===== config.mk =====
export PLATFORM = sky130hd
export DESIGN_NAME = mps_mc_sequencer_flat
export DESIGN_NICKNAME = d
export VERILOG_FILES = /design/src/rtl/mps_mc_sequencer_if.sv /design/src/rtl/mps_mc_sequencer.sv /design/src/flat_wrapper.sv
export SDC_FILE = /design/constraint.sdc
export NUM_CORES = 1
export LEC_CHECK = 0
export ABC_AREA = 1
export BUFFER_PORTS_ARGS = -buffer_cell sky130_fd_sc_hd__buf_2
export CAP_MARGIN = 20
export CORE_ASPECT_RATIO = 1.75
export CORE_MARGIN = 2
export CORE_UTILIZATION = 30
export DETAILED_ROUTE_END_ITERATION = 10
export PLACE_DENSITY = 0.47
export SKIP_LAST_GASP = 1
export SYNTH_ARGS = -nofsm -noshare
export SYNTH_HDL_FRONTEND = slang
export SYNTH_SLANG_ARGS = --single-unit

===== constraint.sdc =====
create_clock -name S_AXI_ACLK -period 3.76 [get_ports S_AXI_ACLK]
set_input_delay 0.752 -clock S_AXI_ACLK [delete_from_list [all_inputs] [get_ports S_AXI_ACLK]]
set_output_delay 0.752 -clock S_AXI_ACLK [all_outputs]
set_load 0.005 [all_outputs]

===== src/rtl/mps_mc_sequencer_if.sv =====
// MPS contactor sequencer bus: command/status and contactor I/O.
// master = register bank / harness side, slave = sequencer side.
interface mps_mc_sequencer_if;
    logic       i_on;
    logic       i_off;
    logic       i_fault_clr;
    logic       i_interlock;
    logic       i_dc_link_ok;
    logic       i_main_mc_fb;
    logic       i_slow_mc_fb;
    logic       o_main_mc;
    logic       o_slow_charge_mc;
    logic       o_discharge_mc;
    logic [2:0] o_state;
    logic       o_ready;
    logic [2:0] o_fault_code;

    modport master (
        output i_on, i_off, i_fault_clr, i_interlock,
        output i_dc_link_ok, i_main_mc_fb, i_slow_mc_fb,
        input  o_main_mc, o_slow_charge_mc, o_discharge_mc,
        input  o_state, o_ready, o_fault_code
    );

    modport slave (
        input  i_on, i_off, i_fault_clr, i_interlock,
        input  i_dc_link_ok, i_main_mc_fb, i_slow_mc_fb,
        output o_main_mc, o_slow_charge_mc, o_discharge_mc,
        output o_state, o_ready, o_fault_code
    );
endinterface


===== src/rtl/mps_mc_sequencer.sv =====
// MPS contactor sequencer: power-up/run/power-down/fault paths with
// break-before-make dead time, charge timeout and aux-contact supervision.
module mps_mc_sequencer #(
    parameter int unsigned CHG_TIMEOUT = 100_000_000,
    parameter int unsigned OVERLAP     = 10_000_000,
    parameter int unsigned DEAD_TIME   = 1_000_000,
    parameter int unsigned DISCH_TIME  = 50_000_000,
    parameter int unsigned FB_TIMEOUT  = 5_000_000
) (
    input  logic              S_AXI_ACLK,
    input  logic              S_AXI_ARESETN,
    mps_mc_sequencer_if.slave bus
);

    typedef enum logic [2:0] {
        S_IDLE       = 3'd0,
        S_SLOW_CHG   = 3'd1,
        S_MAIN_ON    = 3'd2,
        S_RUN        = 3'd3,
        S_DEAD       = 3'd4,
        S_DISCHARGE  = 3'd5,
        S_FAULT_DEAD = 3'd6,
        S_FAULT      = 3'd7
    } state_e;

    localparam logic [31:0] CHG_LAST = 32'(CHG_TIMEOUT - 32'd1);
    localparam logic [31:0] OVL_LAST = 32'(OVERLAP - 32'd1);
    localparam logic [31:0] DT_LAST  = 32'(DEAD_TIME - 32'd1);
    localparam logic [31:0] DIS_LAST = 32'(DISCH_TIME - 32'd1);
    localparam logic [31:0] FB_LAST  = 32'(FB_TIMEOUT - 32'd1);

    state_e      state_q, state_d;
    logic [31:0] timer_q, timer_d;
    logic [31:0] fbm_q, fbm_d;
    logic [31:0] fbs_q, fbs_d;
    logic [2:0]  code_q, code_d;
    logic        main_q, main_d;
    logic        slow_q, slow_d;
    logic        disch_q, disch_d;
    logic        ready_q, ready_d;
    logic        on_q, on_d;
    logic        off_q, off_d;
    logic        clr_q, clr_d;
    logic        armed_q, armed_d;

    logic on_edge, off_edge, clr_edge;
    logic sup_en, fbm_bad, fbs_bad, flt_main, flt_slow;

    // Request edge detectors and feedback mismatch detection.
    // armed_q masks the first cycle after reset so a level held
    // through reset never reads as a fresh request.
    always_comb begin
        on_d     = bus.i_on;
        off_d    = bus.i_off;
        clr_d    = bus.i_fault_clr;
        armed_d  = 1'b1;
        on_edge  = armed_q & bus.i_on & ~on_q;
        off_edge = armed_q & bus.i_off & ~off_q;
        clr_edge = armed_q & bus.i_fault_clr & ~clr_q;
        sup_en   = (state_q != S_FAULT_DEAD) && (state_q != S_FAULT);
        fbm_bad  = bus.i_main_mc_fb != main_q;
        fbs_bad  = bus.i_slow_mc_fb != slow_q;
        flt_main = sup_en && fbm_bad && (fbm_q >= FB_LAST);
        flt_slow = sup_en && fbs_bad && (fbs_q >= FB_LAST);
    end

    // Next-state and fault-code logic; fault beats i_off beats i_on.
    always_comb begin
        state_d = state_q;
        code_d  = code_q;
        if (sup_en && (bus.i_interlock || flt_main || flt_slow)) begin
            state_d = S_FAULT_DEAD;
            if (bus.i_interlock) begin
                code_d = 3'd2;
            end else if (flt_main) begin
                code_d = 3'd3;
            end else begin
                code_d = 3'd4;
            end
        end else begin
            unique case (state_q)
                S_IDLE: begin
                    if (on_edge) state_d = S_SLOW_CHG;
                end
                S_SLOW_CHG: begin
                    if (off_edge) begin
                        state_d = S_DEAD;
                    end else if (bus.i_dc_link_ok) begin
                        state_d = S_MAIN_ON;
                    end else if (timer_q == CHG_LAST) begin
                        state_d = S_FAULT_DEAD;
                        code_d  = 3'd1;
                    end
                end
                S_MAIN_ON: begin
                    if (off_edge) begin
                        state_d = S_DEAD;
                    end else if (timer_q == OVL_LAST) begin
                        state_d = S_RUN;
                    end
                end
                S_RUN: begin
                    if (off_edge) state_d = S_DEAD;
                end
                S_DEAD: begin
                    if (timer_q == DT_LAST) state_d = S_DISCHARGE;
                end
                S_DISCHARGE: begin
                    if (timer_q == DIS_LAST) state_d = S_IDLE;
                end
                S_FAULT_DEAD: begin
                    if (timer_q == DT_LAST) state_d = S_FAULT;
                end
                S_FAULT: begin
                    if (clr_edge && !bus.i_interlock &&
                        timer_q >= DIS_LAST) begin
                        state_d = S_IDLE;
                        code_d  = 3'd0;
                    end
                end
                default: state_d = S_IDLE;
            endcase
        end
    end

    // State timer, Moore output decode of the next state, and
    // per-contactor mismatch counters.
    always_comb begin
        timer_d = '0;
        if (state_d == state_q) begin
            timer_d = (timer_q == '1) ? timer_q : timer_q + 32'd1;
        end
        main_d  = 1'b0;
        slow_d  = 1'b0;
        disch_d = 1'b0;
        unique case (state_d)
            S_IDLE:       disch_d = 1'b1;
            S_SLOW_CHG:   slow_d  = 1'b1;
            S_MAIN_ON: begin
                main_d = 1'b1;
                slow_d = 1'b1;
            end
            S_RUN:        main_d  = 1'b1;
            S_DEAD:       disch_d = 1'b0;
            S_DISCHARGE:  disch_d = 1'b1;
            S_FAULT_DEAD: disch_d = 1'b0;
            S_FAULT:      disch_d = 1'b1;
            default:      disch_d = 1'b1;
        endcase
        ready_d = state_d == S_RUN;
        fbm_d   = '0;
        if (sup_en && fbm_bad && (main_d == main_q)) begin
            fbm_d = (fbm_q == '1) ? fbm_q : fbm_q + 32'd1;
        end
        fbs_d = '0;
        if (sup_en && fbs_bad && (slow_d == slow_q)) begin
            fbs_d = (fbs_q == '1) ? fbs_q : fbs_q + 32'd1;
        end
    end

    // Registers; reset parks in IDLE with only the discharge MC closed.
    always_ff @(posedge S_AXI_ACLK) begin
        if (!S_AXI_ARESETN) begin
            state_q <= S_IDLE;
            timer_q <= '0;
            fbm_q   <= '0;
            fbs_q   <= '0;
            code_q  <= '0;
            main_q  <= 1'b0;
            slow_q  <= 1'b0;
            disch_q <= 1'b1;
            ready_q <= 1'b0;
            on_q    <= 1'b0;
            off_q   <= 1'b0;
            clr_q   <= 1'b0;
            armed_q <= 1'b0;
        end else begin
            state_q <= state_d;
            timer_q <= timer_d;
            fbm_q   <= fbm_d;
            fbs_q   <= fbs_d;
            code_q  <= code_d;
            main_q  <= main_d;
            slow_q  <= slow_d;
            disch_q <= disch_d;
            ready_q <= ready_d;
            on_q    <= on_d;
            off_q   <= off_d;
            clr_q   <= clr_d;
            armed_q <= armed_d;
        end
    end

    assign bus.o_state          = state_q;
    assign bus.o_main_mc        = main_q;
    assign bus.o_slow_charge_mc = slow_q;
    assign bus.o_discharge_mc   = disch_q;
    assign bus.o_ready          = ready_q;
    assign bus.o_fault_code     = code_q;

endmodule

===== src/flat_wrapper.sv =====
// flat-port wrapper written by rule: the top's interface ports become plain ports
module mps_mc_sequencer_flat 
#(
    parameter int unsigned CHG_TIMEOUT = 100_000_000,
    parameter int unsigned OVERLAP     = 10_000_000,
    parameter int unsigned DEAD_TIME   = 1_000_000,
    parameter int unsigned DISCH_TIME  = 50_000_000,
    parameter int unsigned FB_TIMEOUT  = 5_000_000
)
  (S_AXI_ACLK, S_AXI_ARESETN, bus_i_on, bus_i_off, bus_i_fault_clr, bus_i_interlock, bus_i_dc_link_ok, bus_i_main_mc_fb, bus_i_slow_mc_fb, bus_o_main_mc, bus_o_slow_charge_mc, bus_o_discharge_mc, bus_o_state, bus_o_ready, bus_o_fault_code);
  mps_mc_sequencer_if bus_i ();
  input  logic S_AXI_ACLK;
  input  logic S_AXI_ARESETN;
  input wire logic [$bits(bus_i.i_on)-1:0] bus_i_on;
  input wire logic [$bits(bus_i.i_off)-1:0] bus_i_off;
  input wire logic [$bits(bus_i.i_fault_clr)-1:0] bus_i_fault_clr;
  input wire logic [$bits(bus_i.i_interlock)-1:0] bus_i_interlock;
  input wire logic [$bits(bus_i.i_dc_link_ok)-1:0] bus_i_dc_link_ok;
  input wire logic [$bits(bus_i.i_main_mc_fb)-1:0] bus_i_main_mc_fb;
  input wire logic [$bits(bus_i.i_slow_mc_fb)-1:0] bus_i_slow_mc_fb;
  output wire logic [$bits(bus_i.o_main_mc)-1:0] bus_o_main_mc;
  output wire logic [$bits(bus_i.o_slow_charge_mc)-1:0] bus_o_slow_charge_mc;
  output wire logic [$bits(bus_i.o_discharge_mc)-1:0] bus_o_discharge_mc;
  output wire logic [$bits(bus_i.o_state)-1:0] bus_o_state;
  output wire logic [$bits(bus_i.o_ready)-1:0] bus_o_ready;
  output wire logic [$bits(bus_i.o_fault_code)-1:0] bus_o_fault_code;
  assign bus_i.i_on = bus_i_on;
  assign bus_i.i_off = bus_i_off;
  assign bus_i.i_fault_clr = bus_i_fault_clr;
  assign bus_i.i_interlock = bus_i_interlock;
  assign bus_i.i_dc_link_ok = bus_i_dc_link_ok;
  assign bus_i.i_main_mc_fb = bus_i_main_mc_fb;
  assign bus_i.i_slow_mc_fb = bus_i_slow_mc_fb;
  assign bus_o_main_mc = bus_i.o_main_mc;
  assign bus_o_slow_charge_mc = bus_i.o_slow_charge_mc;
  assign bus_o_discharge_mc = bus_i.o_discharge_mc;
  assign bus_o_state = bus_i.o_state;
  assign bus_o_ready = bus_i.o_ready;
  assign bus_o_fault_code = bus_i.o_fault_code;
  mps_mc_sequencer #(.CHG_TIMEOUT(CHG_TIMEOUT), .OVERLAP(OVERLAP), .DEAD_TIME(DEAD_TIME), .DISCH_TIME(DISCH_TIME), .FB_TIMEOUT(FB_TIMEOUT)) u_core (.S_AXI_ACLK(S_AXI_ACLK), .S_AXI_ARESETN(S_AXI_ARESETN), .bus(bus_i));
endmodule

Word-level counts from Yosys, hierarchy flattened
Index checks and enable logic that the tools add are counted.
{"block": "word_totals", "ff_bits": 110, "output_inout_bits": 10}
{"block": "classes", "bitwise": 9, "n_eq_ne": 30, "n_reduce_logical": 23, "order_cmp": 3, "n_addsub": 3, "muxes": 25}
{"op": "adder 32 x 1 -> 32 bit (second input constant)", "n": 3}
{"op": "== test 32 bit (second input constant)", "n": 3}
{"op": "greater-or-equal comparator 32 x 23 -> 1 bit (second input constant)", "n": 2}
{"op": "2-to-1 mux 3 bit", "n": 19}
{"op": "== test 32 x 20 -> 1 bit (second input constant)", "n": 1}
{"op": "== test 32 x 24 -> 1 bit (second input constant)", "n": 1}
{"op": "== test 32 x 26 -> 1 bit (second input constant)", "n": 1}
{"op": "== test 32 x 27 -> 1 bit (second input constant)", "n": 1}
{"op": "greater-or-equal comparator 32 x 26 -> 1 bit (second input constant)", "n": 1}
{"op": "case mux 3 bit (8 select lines)", "n": 1}
{"op": "== test 3 bit (second input constant)", "n": 6}
{"op": "== test 3 x 2 -> 1 bit (second input constant)", "n": 4}
{"op": "logical AND 1 bit", "n": 10}
{"op": "!= test 3 bit (second input constant)", "n": 3}
{"op": "AND 1 bit", "n": 6}
{"op": "== test 3 x 1 -> 1 bit (second input constant)", "n": 2}
{"op": "logical NOT 3 bit", "n": 2}
{"op": "!= test 3 x 1 -> 1 bit (second input constant)", "n": 2}
{"op": "case mux 3 bit (2 select lines)", "n": 1}
{"op": "AND reduction 2 bit", "n": 3}
{"op": "AND reduction 5 bit", "n": 1}
{"op": "2-to-1 mux 1 bit", "n": 4}
{"op": "OR reduction 2 bit", "n": 2}
{"op": "== test 3 bit", "n": 1}
{"op": "8 further kinds", "n": 13}

Depth between registers and ports, before layout
{"block": "logic_depth", "depth_word": 14, "depth_mapped": 19}

Worst setup path before layout
Ideal clock, no wire load.
{"block": "synth_path", "path_kind": "flip-flop to flip-flop", "start": "register u_core.timer_q[0]", "end": "register u_core.fbm_q[5]", "setup_ns": 0.117, "path_stages_with_launch": 17, "arrival_ns": 2.136, "path_slack_ns": 1.508, "path_buffers": 1, "path_cell_list": "dfxtp_1 -> ha_1 -> nand2_1 -> nor2_1 -> nand2_1 -> nor2_1 -> nand2_1 -> o21ai_2 -> nand3_2 -> nor2_4 -> nand2_2 -> nor2_2 -> inv_1 -> or2_4 -> nand3_4 -> buf_8 -> nor2_2"}
{"block": "synth_between", "elab_chain_len": 12}
{"element": "start: declaration", "line": "mps_mc_sequencer.sv:33", "rtl": "logic [31:0] timer_q, timer_d;"}
{"element": "start signal: assignment", "line": "mps_mc_sequencer.sv:179", "rtl": "timer_q <= timer_d;"}
{"element": "parallel branches: the longest is 4 deep, another holds greater-or-equal comparator 32 x 26 -> 1 bit"}
{"element": "case mux 3 bit (8 select lines) (*)", "line": "mps_mc_sequencer.sv:81", "rtl": "unique case (state_q)"}
{"element": "2-to-1 mux 3 bit (*)", "line": "mps_mc_sequencer.sv:71", "rtl": "if (sup_en && (bus.i_interlock || flt_main || flt_slow)) begin"}
{"element": "== test 3 x 2 -> 1 bit", "line": "mps_mc_sequencer.sv:136", "rtl": "unique case (state_d)"}
{"element": "OR reduction 2 bit (no source line) (*)"}
{"element": "2-to-1 mux 1 bit (*)", "line": "mps_mc_sequencer.sv:136"}
{"element": "== test 1 bit (*)", "line": "mps_mc_sequencer.sv:152", "rtl": "if (sup_en && fbm_bad && (main_d == main_q)) begin"}
{"element": "logical AND 1 bit (*)", "line": "mps_mc_sequencer.sv:152"}
{"element": "AND reduction 2 bit (no source line) (*)"}
{"element": "end signal: assignment", "line": "mps_mc_sequencer.sv:180", "rtl": "fbm_q <= fbm_d;"}
{"element": "end: declaration", "line": "mps_mc_sequencer.sv:34", "rtl": "logic [31:0] fbm_q, fbm_d;"}
Every way passes the cells marked *.
A chain may end at the register's enable or synchronous reset.

Worst setup path after layout
{"block": "layout_path", "start": "register u_core.timer_q[0]", "end": "register u_core.fbm_q[0]"}
The elaborated chain is that of the path after synthesis.

==> results.ini <==
[run_status]
outcome=finished clean

[setup_path]
crit_type=reg2reg
rrSetupSlack_ns=0.92
max_stage_delay_ns=0.39
worstPathRequired_ns=4.00
r2r-start=u_core.timer_q[0]
worstSetupStartpoint=u_core.timer_q[0]
worst_path_max_delay_cell=dfxtp_1
cp_max_fo=32
reg2regPathDepth=15
crit_path_start_kind=flop
cp_cell_sequence=ha_1 > nand2_1 > nor2_1 > nand2_1 > nor2_1 > nand2_1 > o21ai_2 > nand3_2 > nor2_4 > nand2_2 > nor2_2 > inv_1 > or2_4 > nand3_4 > nor2_1
cp-end-kind=flop
critical_path.endpoint=u_core.fbm_q[0]
regToRegEndpoint=u_core.fbm_q[0]
arrival_ns=3.07

[routing]
antenna_left=0
drtPass1Iterations=4
vias=6110
drc=0
drtIter0Drc=172
avgViaCountPerCell=4.56
wl_per_cell_um=14.2
wirelength_mm=19.1

[cells_and_area]
syn_to_final_growth_pct=9.30
nNetsFinal=1054
layout_commonest_cell=nor2_1
drive_gt1_frac=0.0813
final_cell_mix=nor2_1 (255), nand2_1 (234), dfxtp_1 (110), inv_1 (105), xor2_1 (66)
n_antenna_cell=0

[synthesis]
yosysWarningCount=0
synth_seq_cells=110
synth_ff_type=dfxtp_1
synth_cell_types=38
synth_compound_area_frac=0.0229
async_reset_ff_frac=0
syn-num-nets=1038
netlist_instances=1026
synth_top_family_by_area=simple AND/OR/NAND/NOR gates
synth-edff-count=0
synth-simple-area-share=0.446
synth_xor_area_frac=0.112
synth.yosys.seq_area_share=0.331
syn_avg_cell_area_sq_um=6.49
netlist_area_sq_mm=0.00666
yosys.area_share.adder=0.00563
muxShareOfSynthArea=0

[die]
initial_core_util=0.303
die_h_um=201
rows=72
core_area_sq_mm=0.0220
ios=19
dieWidth_um=117
die_area_sq_mm=0.0235

[sta]
max_freq_mhz=352
setup_viol=0
fin_crit_ns=2.84
relSlewSlack=0.617
rsz0062_at_grt=false
setup-tns-final_ns=0
worstMarginPinSlew_ns=0.570
finalClockSkew_ns=0.0171
hold_viol=0
slew_violations=0
min_period_over_period=0.755

[min_path]
hp-start=u_core.bus.o_fault_code[0]
min_path_type=reg2reg

[clock_tree]
clk_latency_ns=0.37
htreeDepth=3
cts.clk_slew.worst_paths_ns=0.07
clockRootBuffer=clkbuf_16
postCtsHoldBufs=0
cts_tree=built
numClockSinks=110
cts_buffers=9
cts_setup_buffers=0
post_cts_resize_count=0
clock_tree.buffer_depth=2

[run]
cap_violations=0

[power]
powerDensity_mw_per_mm2=325
max-vdd-ir-drop_uv=182
finalPower_mw=2.36
p_leak_nw=2.51

[global_route]
grt_use_total=0.171
grt_max_degree=33
antenna_found_initial=0
grt_pass1_vias=6309
grt_overflow=0
grt_first_pass_wirelength_mm=30.6

[placed_design]
portBuffers=18
gp_congestion=0.877
hpwl_mm=15.3

-- final cells by class --
cell class,count,area [sq um]
Multi-Input combinational cell,793,3910
Sequential cell,110,2200
Clock inverter,4,32.5
Clock buffer,10,239
Fill cell,2502,14700
Inverter,108,405
Timing Repair Buffer,20,125
Tap cell,296,370
-- worst max-delay path, delay by kind of cell (launching register included) --
| family | cells | cell delay [ns] |
|---|---|---|
| simple gates | 12 | 1.82 |
| flops | 1 | 0.39 |
| fa+ha+maj | 1 | 0.21 |
| compound gates | 1 | 0.17 |
| buf+inv | 1 | 0.09 |
-- power breakdown --
| part | switching, mW | internal [mW] |
|---|---|---|
| sequential | 0.0236 | 1.18 |
| clock | 0.467 | 0.467 |
| combinational | 0.150 | 0.0724 |
-- cell usage after synthesis, drive strengths merged (2+ instances only) --
| cell type | instances | share of area |
|---|---|---|
| nand3 | 44 | 0.040 |
| a21oi | 9 | 0.0068 |
| nor4 | 23 | 0.022 |
| or2 | 2 | 0.0023 |
| nor2 | 286 | 0.17 |
| nand2 | 241 | 0.14 |
| nand3b | 3 | 0.0034 |
| inv | 106 | 0.060 |
| o21ai | 15 | 0.012 |
| clkinv | 2 | 0.0011 |
| o21bai | 2 | 0.0023 |
| xor2 | 66 | 0.087 |
| nor3 | 52 | 0.040 |
| xnor2 | 19 | 0.025 |
| ha | 3 | 0.0056 |
| clkbuf | 4 | 0.0023 |
| nand4 | 24 | 0.023 |
| dfxtp | 110 | 0.33 |
| buf | 10 | 0.018 |
-- metrics by stage --
step,instances,setup slack [ns],util,instance area [sq um],hold WS [ns]
after CTS,1340,0.514,0.330,7250,0.470
after global placement,1326,0.648,0.318,6980,0.458
after detailed placement,1326,0.540,0.318,6980,0.457
final,1341,0.922,0.331,7280,0.467
after global routing,1341,0.557,0.331,7280,0.508
after floorplan,1026,1.51,-,6660,0.456
-- how the worst min path moves through the flow --
stage	end	slack (ns)	depth (start not counted)
detailed placement	u_core.bus.o_fault_code[0]	0.46	2
finish	u_core.bus.o_fault_code[0]	0.47	2
global route	u_core.bus.o_fault_code[2]	0.51	2
CTS	u_core.bus.o_fault_code[0]	0.47	2
global placement	u_core.bus.o_fault_code[2]	0.46	2
floorplan	u_core.bus.o_fault_code[1]	0.46	2
-- layer usage --
metal,up-vias,GRT usage,share of wire
li1,3248,-,-
met5,-,0,0
met3,53,0.0232,0.017
met2,81,0.343,0.57
met4,0,0.105,0.055
met1,2728,0.151,0.35
-- logic make-up (layout without fill, tap and decap cells) --
| family | count (synthesis) | count (layout) |
|---|---|---|
| compound gates | 28 | 28 |
| xor+xnor | 85 | 85 |
| fa+ha+maj | 3 | 3 |
| buf+inv | 123 | 142 |
| flops | 110 | 110 |
| simple gates | 677 | 677 |
-- state kept, by name, indices dropped and copies added, names as in the netlist --
name	count
u_core.armed_q	1
u_core.bus.o_discharge_mc	1
u_core.bus.o_fault_code	3
u_core.bus.o_main_mc	1
u_core.bus.o_ready	1
u_core.bus.o_slow_charge_mc	1
u_core.bus.o_state	3
u_core.clr_q	1
u_core.fbm_q	32
u_core.fbs_q	32
u_core.off_q	1
u_core.on_q	1
u_core.timer_q	32
(Power assumes the default switching activity.)
